==> config.mk <==
export PLATFORM = sky130hd
export DESIGN_NAME = lzd_norm_seq
export DESIGN_NICKNAME = d
export VERILOG_FILES = /design/src/rtl/lzd_norm_pkg.sv /design/src/rtl/lzd_norm_seq_lzd8b.sv /design/src/rtl/lzd_norm_seq.sv
export SDC_FILE = /design/constraint.sdc
export NUM_CORES = 1
export LEC_CHECK = 0
export BUFFER_PORTS_ARGS = -buffer_cell sky130_fd_sc_hd__buf_4
export CAP_MARGIN = 20
export CORE_ASPECT_RATIO = 1.1
export CORE_MARGIN = 5
export CORE_UTILIZATION = 57
export DETAILED_ROUTE_END_ITERATION = 12
export PLACE_DENSITY = 0.82
export REMOVE_ABC_BUFFERS = 1
export SETUP_SLACK_MARGIN = 0.5
export SLEW_MARGIN = 20
export SYNTH_ARGS = -nofsm -noshare
export SYNTH_HDL_FRONTEND = slang
export SYNTH_SLANG_ARGS = --single-unit
==> constraint.sdc <==
create_clock -name clk -period 4.25 [get_ports clk]
set_input_delay 0.85 -clock clk [delete_from_list [all_inputs] [get_ports clk]]
set_output_delay 0.85 -clock clk [all_outputs]
set_load 0.02 [all_outputs]
==> src/rtl/lzd_norm_pkg.sv <==
// Shared types and constants for the sequential leading-zero counter / normalizer.
package lzd_norm_pkg;
  localparam int LZD_WIDTH  = 32;
  localparam int LZD_SLICE  = 8;
  localparam int LZD_NSLICE = 4;
  localparam int LZD_CNT_W  = 6;

  typedef enum logic [1:0] {IDLE, SCAN, SHIFT, DONE} lzd_state_t;

  typedef struct packed {
    logic [LZD_CNT_W-1:0] lz_count;
    logic                 zero;
  } lzd_res_t;
endpackage

==> src/rtl/lzd_norm_seq_lzd8b.sv <==
// 8-bit leading-zero detector: z8 = number of leading zeros, 8 when the byte is all zero.
module lzd8b (
  input  logic [7:0] i8,
  output logic [3:0] z8
);
  always_comb begin
    z8 = 4'd8;
    // Ascending scan: the highest set bit is written last and wins.
    for (int i = 0; i < 8; i++) begin
      if (i8[i]) z8 = 4'(7 - i);
    end
  end
endmodule

==> src/rtl/lzd_norm_seq.sv <==
// Sequential 32-bit leading-zero counter; one lzd8b time-shared over bytes MSB first.
// LZD_NORM_SHIFT_EN adds a SHIFT state and the norm_out port (word << lz_count).
module lzd_norm_seq
  import lzd_norm_pkg::*;
#(
  parameter int WIDTH = LZD_WIDTH,
  parameter int SLICE = LZD_SLICE
) (
  input  logic                 clk,
  input  logic                 rst,
  input  logic                 in_valid,
  output logic                 in_ready,
  input  logic [WIDTH-1:0]     data_in,
  output logic                 out_valid,
  input  logic                 out_ready,
  output logic [LZD_CNT_W-1:0] lz_count,
  output logic                 zero
`ifdef LZD_NORM_SHIFT_EN
  ,output logic [WIDTH-1:0]    norm_out
`endif
);
  lzd_state_t           state_q, state_d;
  logic [WIDTH-1:0]     word_q, word_d;
  logic [1:0]           idx_q, idx_d;
  logic [LZD_CNT_W-1:0] acc_q, acc_d;
  lzd_res_t             res_q, res_d;
  logic [SLICE-1:0]     byte_sel;
  logic [3:0]           z8;
`ifdef LZD_NORM_SHIFT_EN
  logic [WIDTH-1:0]     norm_q, norm_d;
  localparam lzd_state_t EXIT_ST = SHIFT;
`else
  localparam lzd_state_t EXIT_ST = DONE;
`endif

  assign byte_sel = word_q[{idx_q, 3'b000} +: SLICE];

  lzd8b u_lzd8b (.i8(byte_sel), .z8(z8));

  always_comb begin
    state_d = state_q;
    word_d  = word_q;
    idx_d   = idx_q;
    acc_d   = acc_q;
    res_d   = res_q;
`ifdef LZD_NORM_SHIFT_EN
    norm_d  = norm_q;
`endif
    case (state_q)
      IDLE: if (in_valid) begin
        word_d  = data_in;
        idx_d   = 2'd3;
        acc_d   = '0;
        state_d = SCAN;
      end
      SCAN: if (z8[3]) begin
        if (idx_q != 2'd0) begin
          acc_d = acc_q + 6'd8;
          idx_d = idx_q - 2'd1;
        end else begin
          res_d   = '{lz_count: 6'd32, zero: 1'b1};
          state_d = EXIT_ST;
        end
      end else begin
        res_d   = '{lz_count: acc_q + {2'b00, z8}, zero: 1'b0};
        state_d = EXIT_ST;
      end
`ifdef LZD_NORM_SHIFT_EN
      SHIFT: begin
        // A count of 32 pushes every bit out; the 5-bit shift alone would not.
        norm_d  = res_q.lz_count[5] ? '0 : (word_q << res_q.lz_count[4:0]);
        state_d = DONE;
      end
`endif
      DONE: if (out_ready) state_d = IDLE;
      default: state_d = IDLE;
    endcase
  end

  always_ff @(posedge clk) begin
    if (rst) begin
      state_q <= IDLE;
      word_q  <= '0;
      idx_q   <= 2'd3;
      acc_q   <= '0;
      res_q   <= '0;
`ifdef LZD_NORM_SHIFT_EN
      norm_q  <= '0;
`endif
    end else begin
      state_q <= state_d;
      word_q  <= word_d;
      idx_q   <= idx_d;
      acc_q   <= acc_d;
      res_q   <= res_d;
`ifdef LZD_NORM_SHIFT_EN
      norm_q  <= norm_d;
`endif
    end
  end

  assign in_ready  = (state_q == IDLE);
  assign out_valid = (state_q == DONE);
  assign lz_count  = res_q.lz_count;
  assign zero      = res_q.zero;
`ifdef LZD_NORM_SHIFT_EN
  assign norm_out  = norm_q;
`endif
endmodule

==> impl_summary.txt, run 1 <==
----------------------------------------------------
[Clock network]
  Register clock-pin slew on the reported worst setup and hold paths ... 0.08 ns
  Post CTS Setup Buffer Count ... 0
  Hold-fix buffers at CTS ... 0
  TritonCTS clock tree ... yes
  Worst-skew pair later-pin latency ... 0.29 ns
  Clock root buffer ... sky130_fd_sc_hd__clkbuf_8
  CTS max path bufs ... 2
  Total clock sinks ... 46
  CTS HTree Levels ... 2
  Post-cts gate resize count ... 0
  CTS buffer count ... 5

[Power]
  Pleak ... 1.00 nW
  Gate power share ... 22.0%
  Power density over cell area ... 378 nW/um^2
  Switching Fraction ... 28.2%
  Part of the total power dissipated in sequential elements ... 51.9%
  Internal power consumption ... 672 uW
  Max VDD drop ... 0.220 mV
  Tot Pwr ... 936 uW
  Net switching power of the design ... 264 uW
  Part of the power in the clock network ... 26.2%

[Critical path]
  CP required ... 4.44 ns
  Worst Setup Path Type ... reg2reg
  Type of origin of the critical path ... flop
  Maximum fanout along the worst path ... 10
  CP arrival ... 2.86 ns
  Sort of element at the end of the critical path ... flop

[Global route]
  Pin count of the biggest net entering global routing ... 52
  Wire length of the first global-routing pass ... 6840 um
  Overall fraction of global-route tracks in use ... 18.1%
  Grt total ovfl ... 0
  Vias in the first global route ... 1,623
  Antenna violations before repair ... 0

[Cells and area]
  Count of inserted antenna diode cells ... 0
  Share of layout cells above drive strength 1 ... 22.5%
  # nets final ... 315
  Layout area overhead ... 19.7%

[Detailed routing]
  DRC marker count from the first detailed-route iteration ... 68
  Avg WL per Cell ... 12.7 um
  Antenna viol nets, final ... 0
  Via/cell ratio ... 5.30
  Detailed Route WL ... 4120 um
  Number of optimization iterations in the first detailed-route pass ... 4
  Residual DRC ... 0
  Number of vias in the routed layout ... 1,721

[Yosys]
  Post-synthesis adder-cell area fraction ... 2.42%
  Commonest register cell after synthesis ... sky130_fd_sc_hd__dfxtp_1
  Simple logic cell fraction of the synthesized area ... 24.7%
  Mean Syn Cell Area ... 8.68 sq um
  Cell types with the largest area share after synthesis ... sky130_fd_sc_hd__dfxtp_1 45%, sky130_fd_sc_hd__nand2_1 12%, sky130_fd_sc_hd__a21oi_1 8.7%, sky130_fd_sc_hd__mux4_2 8.7%, sky130_fd_sc_hd__ha_1 2.4%
  Fraction of synthesis flops using an asynchronous set or reset pin ... 0%
  Top cell types by occurrence after synthesis ... 68 x sky130_fd_sc_hd__nand2_1, 46 x sky130_fd_sc_hd__dfxtp_1, 36 x sky130_fd_sc_hd__a21oi_1
  EDFF count, synth ... 0
  Library cell with the highest instance count after synthesis ... sky130_fd_sc_hd__nand2_1
  Dominant cell type by area after synthesis ... sky130_fd_sc_hd__dfxtp_1
  Area share of xor/xnor cells in the synthesized design ... 1.27%
  Register bit total from synthesis ... 46
  Netlist cell types ... 32
  Warnings, synthesis ... 0
  Share of the synthesized area in compound gates (AO/OA/AOI/OAI) ... 12.0%
  Largest family of logic cells by synthesized area ... simple AND/OR/NAND/NOR gates
  Fraction of the yosys area taken by sequential cells ... 44.6%
  Post-synth top area share ... 44.6%
  Cells after Synth ... 238
  Syn Std Cell Area ... 2070 sq um
  Share of synthesized area spent on multiplexers ... 10.7%

[Placed design]
  Count of buffers inserted at the top-level ports ... 44
  Final GP Congestion ... 0.807
  HPWL reported at the end of detailed placement ... 2830 um

[Floorplan]
  Io pins ... 45
  Number of rows in the core area ... 23
  Chip Height ... 73.2 um
  Floorplan die area ... 4930 sq um
  Width of the die ... 67.4 um
  Starting utilization of the core area ... 57.9%
  Core ar. ... 3570 sq um

[Timing]
  Period Utilization, post-route ... 62.8%
  Max_slew headroom ... 27.7%
  Minimum clock period after layout ... 2.67 ns
  Count of endpoints failing setup in the final report ... 0
  Setup Total Neg Slack ... 0 ns
  Highest Clock Rate ... 0.374 GHz
  Measured slew at the worst slew-check pin ... 1.08 ns
  Total count of hold-check failures in the final report ... 0
  Setup repair after global routing missed its margin ... false
  Slew Limit Fails ... 0
  Skew final ... 0.00571 ns

[Worst hold path]
  Hold crit path type ... reg2reg

[Flow run]
  # Max-Cap Violations ... 0

[Outcome]
  Result of the run ... finished clean

----------------------------------------------------
worst paths after layout:
check / startpoint / cells after the start / slack (ns) / endpoint
hold reg to reg: word_q[3] / 2 / 0.46 / word_q[3]
setup / recovery: idx_q[0] / 8 / 1.58 / lz_count[4]
hold / removal: word_q[3] / 2 / 0.46 / word_q[3]
setup reg to reg: idx_q[0] / 8 / 1.58 / lz_count[4]
logic make-up (layout without fill, tap and decap cells):
logic type | count (synthesis) | count (layout)
and+or+nand+nor | 107 | 107
DFF | 46 | 46
AOI/OAI and AO/OA | 45 | 45
buffers and inverters | 20 | 57
muxes | 12 | 12
adders and majority gates | 4 | 4
xor gates and xnor gates | 3 | 3
other | 1 | 1
routing by layer:
metal / vias up / share of wire (%) / track usage, %
met4: 0 / 2.4 / 7.66
met1: 791 / 45 / 21.3
li1: 878 / - / -
met5: - / 0 / 0
met2: 42 / 48 / 31.3
met3: 10 / 4.3 / 4.16
registers in the layout, indices dropped and copies added (netlist names):
| signal | cells |
|---|---|
| state_q | 2 |
| word_q | 32 |
| idx_q | 2 |
| lz_count | 6 |
| acc_q | 3 |
| zero | 1 |
power groups by stage:
stage / Clock, mW / Sequential, mW / Combinational [mW]
4_1_cts: 0.251 / 0.485 / 0.207
2_1_floorplan: 0 / 0.497 / 0.130
3_5_place_dp: 0 / 0.495 / 0.205
5_1_grt: 0.270 / 0.490 / 0.229
6_report: 0.245 / 0.485 / 0.206
3_3_place_gp: 0 / 0.495 / 0.199
stage by stage:
step / setup slack (ns) / hold slack [ns] / utilization, % / instance area, sq um / instances
finish: 1.58 / 0.457 / 69.3 / 2470 / 325
global route: 1.40 / 0.478 / 69.3 / 2470 / 325
CTS: 1.60 / 0.459 / 69.3 / 2470 / 325
floorplan: 1.85 / 0.427 / - / 2000 / 224
global placement: 1.70 / 0.444 / 67.1 / 2400 / 318
detailed placement: 1.61 / 0.447 / 67.1 / 2400 / 318
area by class of cell:
type                       instances  area, sq um
clock buffer                       7         76.3
timing repair buffer              44          330
tap                               50         62.6
fill                             318         1090
inverter                           6         22.5
sequential                        46          921
multi-input combinational        172         1060
cell usage in the layout, fill, tap and decap left out, drive strengths merged:
cell / instances
nand2: 69
dfxtp: 46
buf: 44
a21oi: 36
nor2: 11
mux4: 8
nor3: 8
nand2b: 7
clkbuf: 7
inv: 6
ha: 4
mux2i: 3
xor2: 3
nor2b: 3
nor4: 2
a31oi: 2
or3b: 2
a211oi: 2
and2: 2
nand3b: 1
nor3b: 1
mux2: 1
nand4: 1
o22ai: 1
o41ai: 1
a311oi: 1
o211ai: 1
a2111oi: 1
conb: 1
worst max-delay path: stages, from the launching register on:
cell,delay (ns)
sky130_fd_sc_hd__dfxtp_1,0.63
sky130_fd_sc_hd__mux4_2,0.63
sky130_fd_sc_hd__nor4_4,0.45
sky130_fd_sc_hd__nand2_2,0.13
sky130_fd_sc_hd__inv_1,0.11
sky130_fd_sc_hd__ha_1,0.17
sky130_fd_sc_hd__a31oi_1,0.05
sky130_fd_sc_hd__xor2_1,0.16
sky130_fd_sc_hd__o41ai_1,0.25
(Power assumes the default switching activity.)
==> run 2, diff against run 1 <==
--- a/config.mk
+++ b/config.mk
@@ -5,13 +5,14 @@
 export SDC_FILE = /design/constraint.sdc
 export NUM_CORES = 1
 export LEC_CHECK = 0
+export ABC_AREA = 1
 export BUFFER_PORTS_ARGS = -buffer_cell sky130_fd_sc_hd__buf_4
 export CAP_MARGIN = 20
 export CORE_ASPECT_RATIO = 1.1
 export CORE_MARGIN = 5
-export CORE_UTILIZATION = 57
+export CORE_UTILIZATION = 48
 export DETAILED_ROUTE_END_ITERATION = 12
-export PLACE_DENSITY = 0.82
+export PLACE_DENSITY = 0.73
 export REMOVE_ABC_BUFFERS = 1
 export SETUP_SLACK_MARGIN = 0.5
 export SLEW_MARGIN = 20
==> constraint.sdc (replaced) <==
create_clock -name clk -period 2.25 [get_ports clk]
set_input_delay 0.45 -clock clk [delete_from_list [all_inputs] [get_ports clk]]
set_output_delay 0.45 -clock clk [all_outputs]
set_load 0.02 [all_outputs]
==> run 2 against run 1 <==
Net effect:
- sequential power is 110% higher
- critical endpoint is now lz_count[5]
- via count up 21%
- core utilization fell by 3.1 points
- clock skew hardly changed
- power grew to 3.1 times the previous value
- clock power is 150% higher
- first-iteration DRC count down 8.8%
- fmax grew 42%
- non-clock buffer count up 16
- final area up 16%
- sequential cell count did not move
==> impl_summary.txt, run 2 <==
----------------------------------------------------
[Floorplan]
  Floorplan die area ... 5880 sq um (+19%)
  Number of rows in the core area ... 25 (+8.7%)
  Starting utilization of the core area ... 49.4% (-8.5 points)
  Core ar. ... 4320 sq um (+21%)
  Width of the die ... 73.5 um (+9.1%)
  Io pins ... 45 (unchanged)
  Chip Height ... 79.9 um (+9.2%)

[Global route]
  Pin count of the biggest net entering global routing ... 35 (-33%)
  Antenna violations before repair ... 0 (unchanged)
  Overall fraction of global-route tracks in use ... 16.7% (-1.4 points)
  Grt total ovfl ... 0 (unchanged)
  Wire length of the first global-routing pass ... 7850 um (+15%)
  Vias in the first global route ... 1,829 (+13%)

[Detailed routing]
  DRC marker count from the first detailed-route iteration ... 62 (-8.8%)
  Number of optimization iterations in the first detailed-route pass ... 4 (unchanged)
  Antenna viol nets, final ... 0 (unchanged)
  Via/cell ratio ... 5.04 (-4.8%)
  Detailed Route WL ... 5130 um (+25%)
  Residual DRC ... 0 (unchanged)
  Avg WL per Cell ... 12.4 um (-1.8%)
  Number of vias in the routed layout ... 2,078 (+21%)

[Clock network]
  Clock root buffer ... sky130_fd_sc_hd__clkbuf_8
  TritonCTS clock tree ... yes
  Worst-skew pair later-pin latency ... 0.30 ns (about the same)
  Register clock-pin slew on the reported worst setup and hold paths ... 0.08 ns (about the same)
  CTS HTree Levels ... 2 (unchanged)
  CTS buffer count ... 5 (unchanged)
  CTS max path bufs ... 2 (unchanged)
  Total clock sinks ... 46 (unchanged)

[Cells and area]
  Cell area after layout ... 2860 sq um (+16%)
  Commonest cells after routing, fill and taps aside ... 69 x sky130_fd_sc_hd__nor2_1, 57 x sky130_fd_sc_hd__buf_4, 47 x sky130_fd_sc_hd__nand2_1
  Layout area overhead ... 34.1%
  # nets final ... 397 (+26%)
  Top reg by flops ... word_q
  Flip-flop count of the largest register, all copies and words added ... 32 (unchanged)
  Count of inserted antenna diode cells ... 0 (unchanged)
  Leading cell type in the layout, fill and taps excluded ... sky130_fd_sc_hd__nor2_1
  Final cell utilization of the core ... 66.2% (-3.1 points)
  Share of layout cells above drive strength 1 ... 32.4% (+9.9 points)

[Yosys]
  Commonest register cell after synthesis ... sky130_fd_sc_hd__dfxtp_1
  Fraction of the yosys area taken by sequential cells ... 43.2% (-1.4 points)
  Mean Syn Cell Area ... 7.01 sq um (-19%)
  Post-synth top area share ... 43.2% (-1.4 points)
  Warnings, synthesis ... 0 (unchanged)
  Dominant cell type by area after synthesis ... sky130_fd_sc_hd__dfxtp_1
  EDFF count, synth ... 0 (unchanged)
  Cell types with the largest area share after synthesis ... sky130_fd_sc_hd__dfxtp_1 43%, sky130_fd_sc_hd__nor2_1 13%, sky130_fd_sc_hd__nand2_1 11%, sky130_fd_sc_hd__o21ai_0 7.7%, sky130_fd_sc_hd__nand3_1 4.7%
  Library cell with the highest instance count after synthesis ... sky130_fd_sc_hd__nor2_1
  Cells after Synth ... 304 (+28%)
  Syn Std Cell Area ... 2130 sq um (+3.1%)
  Top cell types by occurrence after synthesis ... 71 x sky130_fd_sc_hd__nor2_1, 64 x sky130_fd_sc_hd__nand2_1, 46 x sky130_fd_sc_hd__dfxtp_1
  Fraction of synthesis flops using an asynchronous set or reset pin ... 0% (unchanged)
  Register bit total from synthesis ... 46 (unchanged)
  Netlist cell types ... 27 (-16%)

[Critical path]
  Cell at the slowest stage of the critical path ... sky130_fd_sc_hd__dfxtp_4
  CP arrival ... 2.07 ns (-0.79 ns)
  Worst Setup Path Type ... reg2reg
  Critical Path Start ... idx_q[0]
  Sort of element at the end of the critical path ... flop
  Number of buffer and inverter stages on the critical path ... 3 (+2)
  CP required ... 2.44 ns (-2.00 ns)
  Critical path's top delay family ... simple AND/OR/NAND/NOR gates
  Cell occurring most often along the worst timing path ... sky130_fd_sc_hd__nand2_2
  Cell breakdown of the critical path ... buf_16, nand2_1, nand3_1, nand2_2, nand2_4, nor2_4, nand2_2, inv_2, ha_4, nand2_2, xnor2_1, o221ai_1, inv_1
  Peak per-stage delay on the critical path ... 0.39 ns (-0.24 ns)
  Maximum fanout along the worst path ... 8 (-2)
  Origin of the critical flop-to-flop path ... idx_q[0]
  Type of origin of the critical path ... flop

[Timing]
  Highest Clock Rate ... 0.533 GHz (+42%)
  Setup Total Neg Slack ... 0 ns (unchanged)
  Count of endpoints failing setup in the final report ... 0 (unchanged)
  Period Utilization, post-route ... 83.4% (+21 points)
  Max_slew headroom ... 38.5% (+11 points)
  Slew Limit Fails ... 0 (unchanged)
  Skew final ... 0.00553 ns (-0.000178 ns)
  Worst Hold Slack ... 0.383 ns (-0.0747 ns)
  Setup repair after global routing missed its margin ... true
  Minimum clock period after layout ... 1.88 ns (-0.794 ns)
  Measured slew at the worst slew-check pin ... 0.921 ns (-0.160 ns)
  Total count of hold-check failures in the final report ... 0 (unchanged)

[Power]
  Max VDD drop ... 0.398 mV (+81%)
  Power density over cell area ... 1010 nW/um^2 (+170%)
  Pleak ... 1.28 nW (+28%)

[Placed design]
  Placement-stage cell area ... 2480 sq um (+3.3%)
  HPWL reported at the end of detailed placement ... 3270 um (+15%)
  Final GP Congestion ... 0.796 (-1.4%)
  Count of buffers inserted at the top-level ports ... 44 (unchanged)

[Flow run]
  # Max-Cap Violations ... 0 (unchanged)

[Worst hold path]
  Startpoint of the worst hold path ... rst
  Hold crit path type ... in2reg

[Outcome]
  Result of the run ... finished clean

----------------------------------------------------
run 2: cell types whose count changed in the layout (fill, tap and decap cells not counted), sizes merged, moves of 5 or more:
cell / delta
a21oi: -27
buf: +16
inv: +11
mux4: -8
nand2b: -7
nand3: +20
nor2: +62
nor3: -5
o21ai: +34
run 2: layout make-up:
type | instances | area (sq um)
clock buffer | 5 | 68.8
timing repair buffer | 60 | 482
clock inverter | 3 | 45.0
multi-input combinational | 227 | 1200
fill | 390 | 1460
sequential | 46 | 926
inverter | 17 | 73.8
tap | 54 | 67.6
run 2: cells by family after synthesis:
group | count (synthesis) | synth area share (%)
AND/OR/NAND/NOR | 170 | 34.0
AO/OA/AOI/OAI | 50 | 12.7
flip-flops | 46 | 43.2
buffers and inverters | 31 | 6.69
adder cells (fa/ha/maj) | 4 | 2.35
XOR/XNOR | 2 | 0.822
other | 1 | 0.176
run 2: per-stage QoR:
stage | power (mW) | worst slack (ns) | cells
floorplan | 1.65 | 0.235 | 290
global placement | 1.88 | 0.367 | 391
detailed placement | 1.90 | 0.290 | 391
CTS | 2.71 | 0.502 | 407
global route | 3.09 | 0.224 | 412
finish | 2.90 | 0.373 | 412
run 2: repair_timing:
action / 4_1_cts / 5_1_grt
setup endpoints to repair: 9 / 13
resized for setup: 24 / 20
buffers inserted: 7 / 5
pin swaps: 14 / 15
gates cloned: 1 / 0
hold buffers: 0 / 0
run 2: metal layers:
metal / global-route usage, % / part of all wire, % / vias up
met2: 27.5 / 49 / 52
met1: 20.7 / 43 / 935
met3: 4.03 / 5.1 / 13
met4: 6.70 / 2.7 / 0
li1: - / - / 1078
met5: 0 / 0 / -
run 2: power by group:
group	total [mW]	internal (mW)	switching (mW)
combinational	1.24	0.548	0.696
sequential	1.04	0.940	0.104
clock	0.612	0.330	0.281
run 2: worst register-to-register path, stage by stage, from the launching register on:
cell,delay [ns]
sky130_fd_sc_hd__dfxtp_4,0.39
sky130_fd_sc_hd__buf_16,0.15
sky130_fd_sc_hd__nand2_1,0.08
sky130_fd_sc_hd__nand3_1,0.11
sky130_fd_sc_hd__nand2_2,0.13
sky130_fd_sc_hd__nand2_4,0.07
sky130_fd_sc_hd__nor2_4,0.13
sky130_fd_sc_hd__nand2_2,0.08
sky130_fd_sc_hd__inv_2,0.07
sky130_fd_sc_hd__ha_4,0.13
sky130_fd_sc_hd__nand2_2,0.06
sky130_fd_sc_hd__xnor2_1,0.13
sky130_fd_sc_hd__o221ai_1,0.18
sky130_fd_sc_hd__inv_1,0.06
run 2: final timing paths:
kind	slack, ns	depth (start not counted)	to
max	0.37	13	lz_count[5]
min	0.38	2	acc_q[5]
max reg2reg	0.37	13	lz_count[5]
min reg2reg	0.47	2	lz_count[3]
==> run 3, diff against run 2 <==
--- a/config.mk
+++ b/config.mk
@@ -10,9 +10,9 @@
 export CAP_MARGIN = 20
 export CORE_ASPECT_RATIO = 1.1
 export CORE_MARGIN = 5
-export CORE_UTILIZATION = 48
+export CORE_UTILIZATION = 54
 export DETAILED_ROUTE_END_ITERATION = 12
-export PLACE_DENSITY = 0.73
+export PLACE_DENSITY = 0.78
 export REMOVE_ABC_BUFFERS = 1
 export SETUP_SLACK_MARGIN = 0.5
 export SLEW_MARGIN = 20
==> constraint.sdc (replaced) <==
create_clock -name clk -period 1.9 [get_ports clk]
set_input_delay 0.38 -clock clk [delete_from_list [all_inputs] [get_ports clk]]
set_output_delay 0.38 -clock clk [all_outputs]
set_load 0.02 [all_outputs]
==> run 3 against run 2 <==
Net effect:
- sequential share of layout area down 0.96 points
- first-iteration DRC count rose by 120%
- setup slack lost 0.37 ns
- fmax decreased by 0.99%
- combinational power up 35%
- critical path type unchanged
- clock power is 5.9% lower
- via count is 7.1% higher
- count of clock-buffer cells in the layout grew 1
- sequential power grew 19%
- hold slack worse by 0.062 ns
- routed wire length grew 9.1%
==> impl_summary.txt, run 3 (synthesized netlist as in run 2, its figures left out) <==
----------------------------------------------------
[Flow run]
  # Max-Cap Violations ... 0 (unchanged)

[Detailed routing]
  Residual DRC ... 0 (unchanged)
  Avg WL per Cell ... 13.2 um (+5.7%)
  Via/cell ratio ... 5.24 (+3.8%)
  Detailed Route WL ... 5590 um (+9.1%)
  Number of optimization iterations in the first detailed-route pass ... 4 (unchanged)
  Antenna viol nets, final ... 0 (unchanged)
  DRC marker count from the first detailed-route iteration ... 139 (+120%)
  Number of vias in the routed layout ... 2,225 (+7.1%)

[Timing]
  Minimum clock period after layout ... 1.90 ns (+0.0188 ns)
  Setup repair after global routing missed its margin ... true
  Period Utilization, post-route ... 99.8% (+16 points)
  Total count of hold-check failures in the final report ... 0 (unchanged)
  Highest Clock Rate ... 0.527 GHz (-0.99%)
  Setup Total Neg Slack ... 0 ns (unchanged)
  Slew Limit Fails ... 0 (unchanged)
  Skew final ... 0.00849 ns (+0.00295 ns)
  Count of endpoints failing setup in the final report ... 0 (unchanged)

[Worst hold path]
  Hold crit path type ... in2reg

[Global route]
  Grt total ovfl ... 0 (unchanged)
  Antenna violations before repair ... 0 (unchanged)
  Wire length of the first global-routing pass ... 9050 um (+15%)
  Vias in the first global route ... 2,091 (+14%)
  Overall fraction of global-route tracks in use ... 20.7% (+3.9 points)
  Pin count of the biggest net entering global routing ... 38 (+8.6%)

[Critical path]
  Cell breakdown of the critical path ... buf_16, nand2_1, nand3_2, nand2_2, buf_6, buf_4, buf_4, buf_4, nand3_2, nand2_1, nand2_1, nand2_1, nand2_1, nand2_1, nand3_2, a21oi_2
  Sort of element at the end of the critical path ... flop
  Peak per-stage delay on the critical path ... 0.43 ns (+0.04 ns)
  Maximum fanout along the worst path ... 8 (unchanged)
  Cell occurring most often along the worst timing path ... sky130_fd_sc_hd__nand2_1
  CP required ... 2.09 ns (-0.35 ns)
  Cell at the slowest stage of the critical path ... sky130_fd_sc_hd__dfxtp_4
  Type of origin of the critical path ... flop
  CP arrival ... 2.08 ns (about the same)
  Worst Setup Path Type ... reg2reg

[Clock network]
  Total clock sinks ... 46 (unchanged)
  CTS HTree Levels ... 2 (unchanged)
  Hold-fix buffers at CTS ... 0 (unchanged)
  Clock root buffer ... sky130_fd_sc_hd__clkbuf_8
  Worst-skew pair later-pin latency ... 0.30 ns (about the same)
  CTS max path bufs ... 2 (unchanged)
  Register clock-pin slew on the reported worst setup and hold paths ... 0.08 ns (about the same)
  TritonCTS clock tree ... yes
  CTS buffer count ... 5 (unchanged)

[Power]
  Tot Pwr ... 3.49 mW (+20%)
  Pleak ... 1.34 nW (+5.1%)
  Max VDD drop ... 0.617 mV (+55%)
  Power density over cell area ... 1180 nW/um^2 (+16%)

[Floorplan]
  Core ar. ... 3900 sq um (-9.6%)
  Io pins ... 45 (unchanged)
  Chip Height ... 75.9 um (-5.0%)
  Floorplan die area ... 5310 sq um (-9.7%)
  Number of rows in the core area ... 24 (-4.0%)
  Starting utilization of the core area ... 54.6% (+5.2 points)
  Width of the die ... 69.9 um (-4.9%)

[Placed design]
  Placement-stage cell area ... 2500 sq um (+0.81%)
  Count of buffers inserted at the top-level ports ... 44 (unchanged)
  Final GP Congestion ... 0.783 (-1.6%)
  HPWL reported at the end of detailed placement ... 3280 um (+0.34%)

[Cells and area]
  # nets final ... 414 (+4.3%)
  Final cell utilization of the core ... 75.8% (+9.5 points)
  Leading cell type in the layout, fill and taps excluded ... sky130_fd_sc_hd__buf_4
  Layout fillers ... 282 (-28%)
  Commonest cells after routing, fill and taps aside ... 71 x sky130_fd_sc_hd__buf_4, 69 x sky130_fd_sc_hd__nor2_1, 48 x sky130_fd_sc_hd__nand2_1
  Total area of multi-input combinational cells ... 1190 sq um (-0.73%)
  Top reg by flops ... word_q
  Layout area overhead ... 38.7%
  Share of layout cells above drive strength 1 ... 35.4% (+3.0 points)
  Register Area ... 930 sq um (+0.41%)
  Count of inserted antenna diode cells ... 0 (unchanged)
  Flip-flop count of the largest register, all copies and words added ... 32 (unchanged)
  Cell area after layout ... 2960 sq um (+3.5%)

[Outcome]
  Result of the run ... finished clean

----------------------------------------------------
## run 3: through the flow
step	hold WS [ns]	setup slack (ns)	std cells
global route	0.322	-0.0969	425
detailed placement	0.457	0.0247	392
finish	0.321	0.00410	425
CTS	0.315	0.138	419
floorplan	0.442	-0.115	290
global placement	0.452	0.0786	392
## run 3: power by group
group | total, mW | internal, mW | switching, mW
Clock | 0.576 | 0.281 | 0.296
Combinational | 1.68 | 0.786 | 0.893
Sequential | 1.24 | 1.12 | 0.123
## run 3: layout make-up
class,instances,area share (%)
Timing Repair Buffer,76,20.6
Inverter,17,2.58
Timing Repair inverter,1,0.254
Multi-Input combinational cell,227,40.1
Tap cell,52,2.20
Sequential cell,46,31.4
Clock buffer,6,2.79
## run 3: repair_timing
item                       in CTS  in global routing
resized for setup              33                 16
hold endpoints to repair        0                  0
pin swaps                      23                 11
buffers inserted               19                  6
gates cloned                    2                  0
setup endpoints to repair      44                 47
## run 3: worst paths after layout
| kind | start | to | slack, ns | cells past startpoint |
|---|---|---|---|---|
| worst max-delay path | idx_q[0] | lz_count[0] | 0.004 | 16 |
| worst min-delay path | rst | acc_q[5] | 0.32 | 2 |
| worst max register to register | idx_q[0] | lz_count[0] | 0.004 | 16 |
| worst min register to register | lz_count[2] | lz_count[2] | 0.47 | 2 |
## run 3: worst max-delay path, delay by kind of cell, from the launching register on
kind,cells,cell delay [ns]
AND/OR/NAND/NOR,10,0.68
buffers and inverters,5,0.61
flip-flops,1,0.43
AO/OA/AOI/OAI,1,0.05
## run 3: metal layers
metal | share of wire [%] | GRT usage (%)
met1 | 41 | 23.1
met2 | 50 | 37.1
met3 | 6.0 | 4.76
met4 | 3.5 | 8.62
met5 | 0 | 0
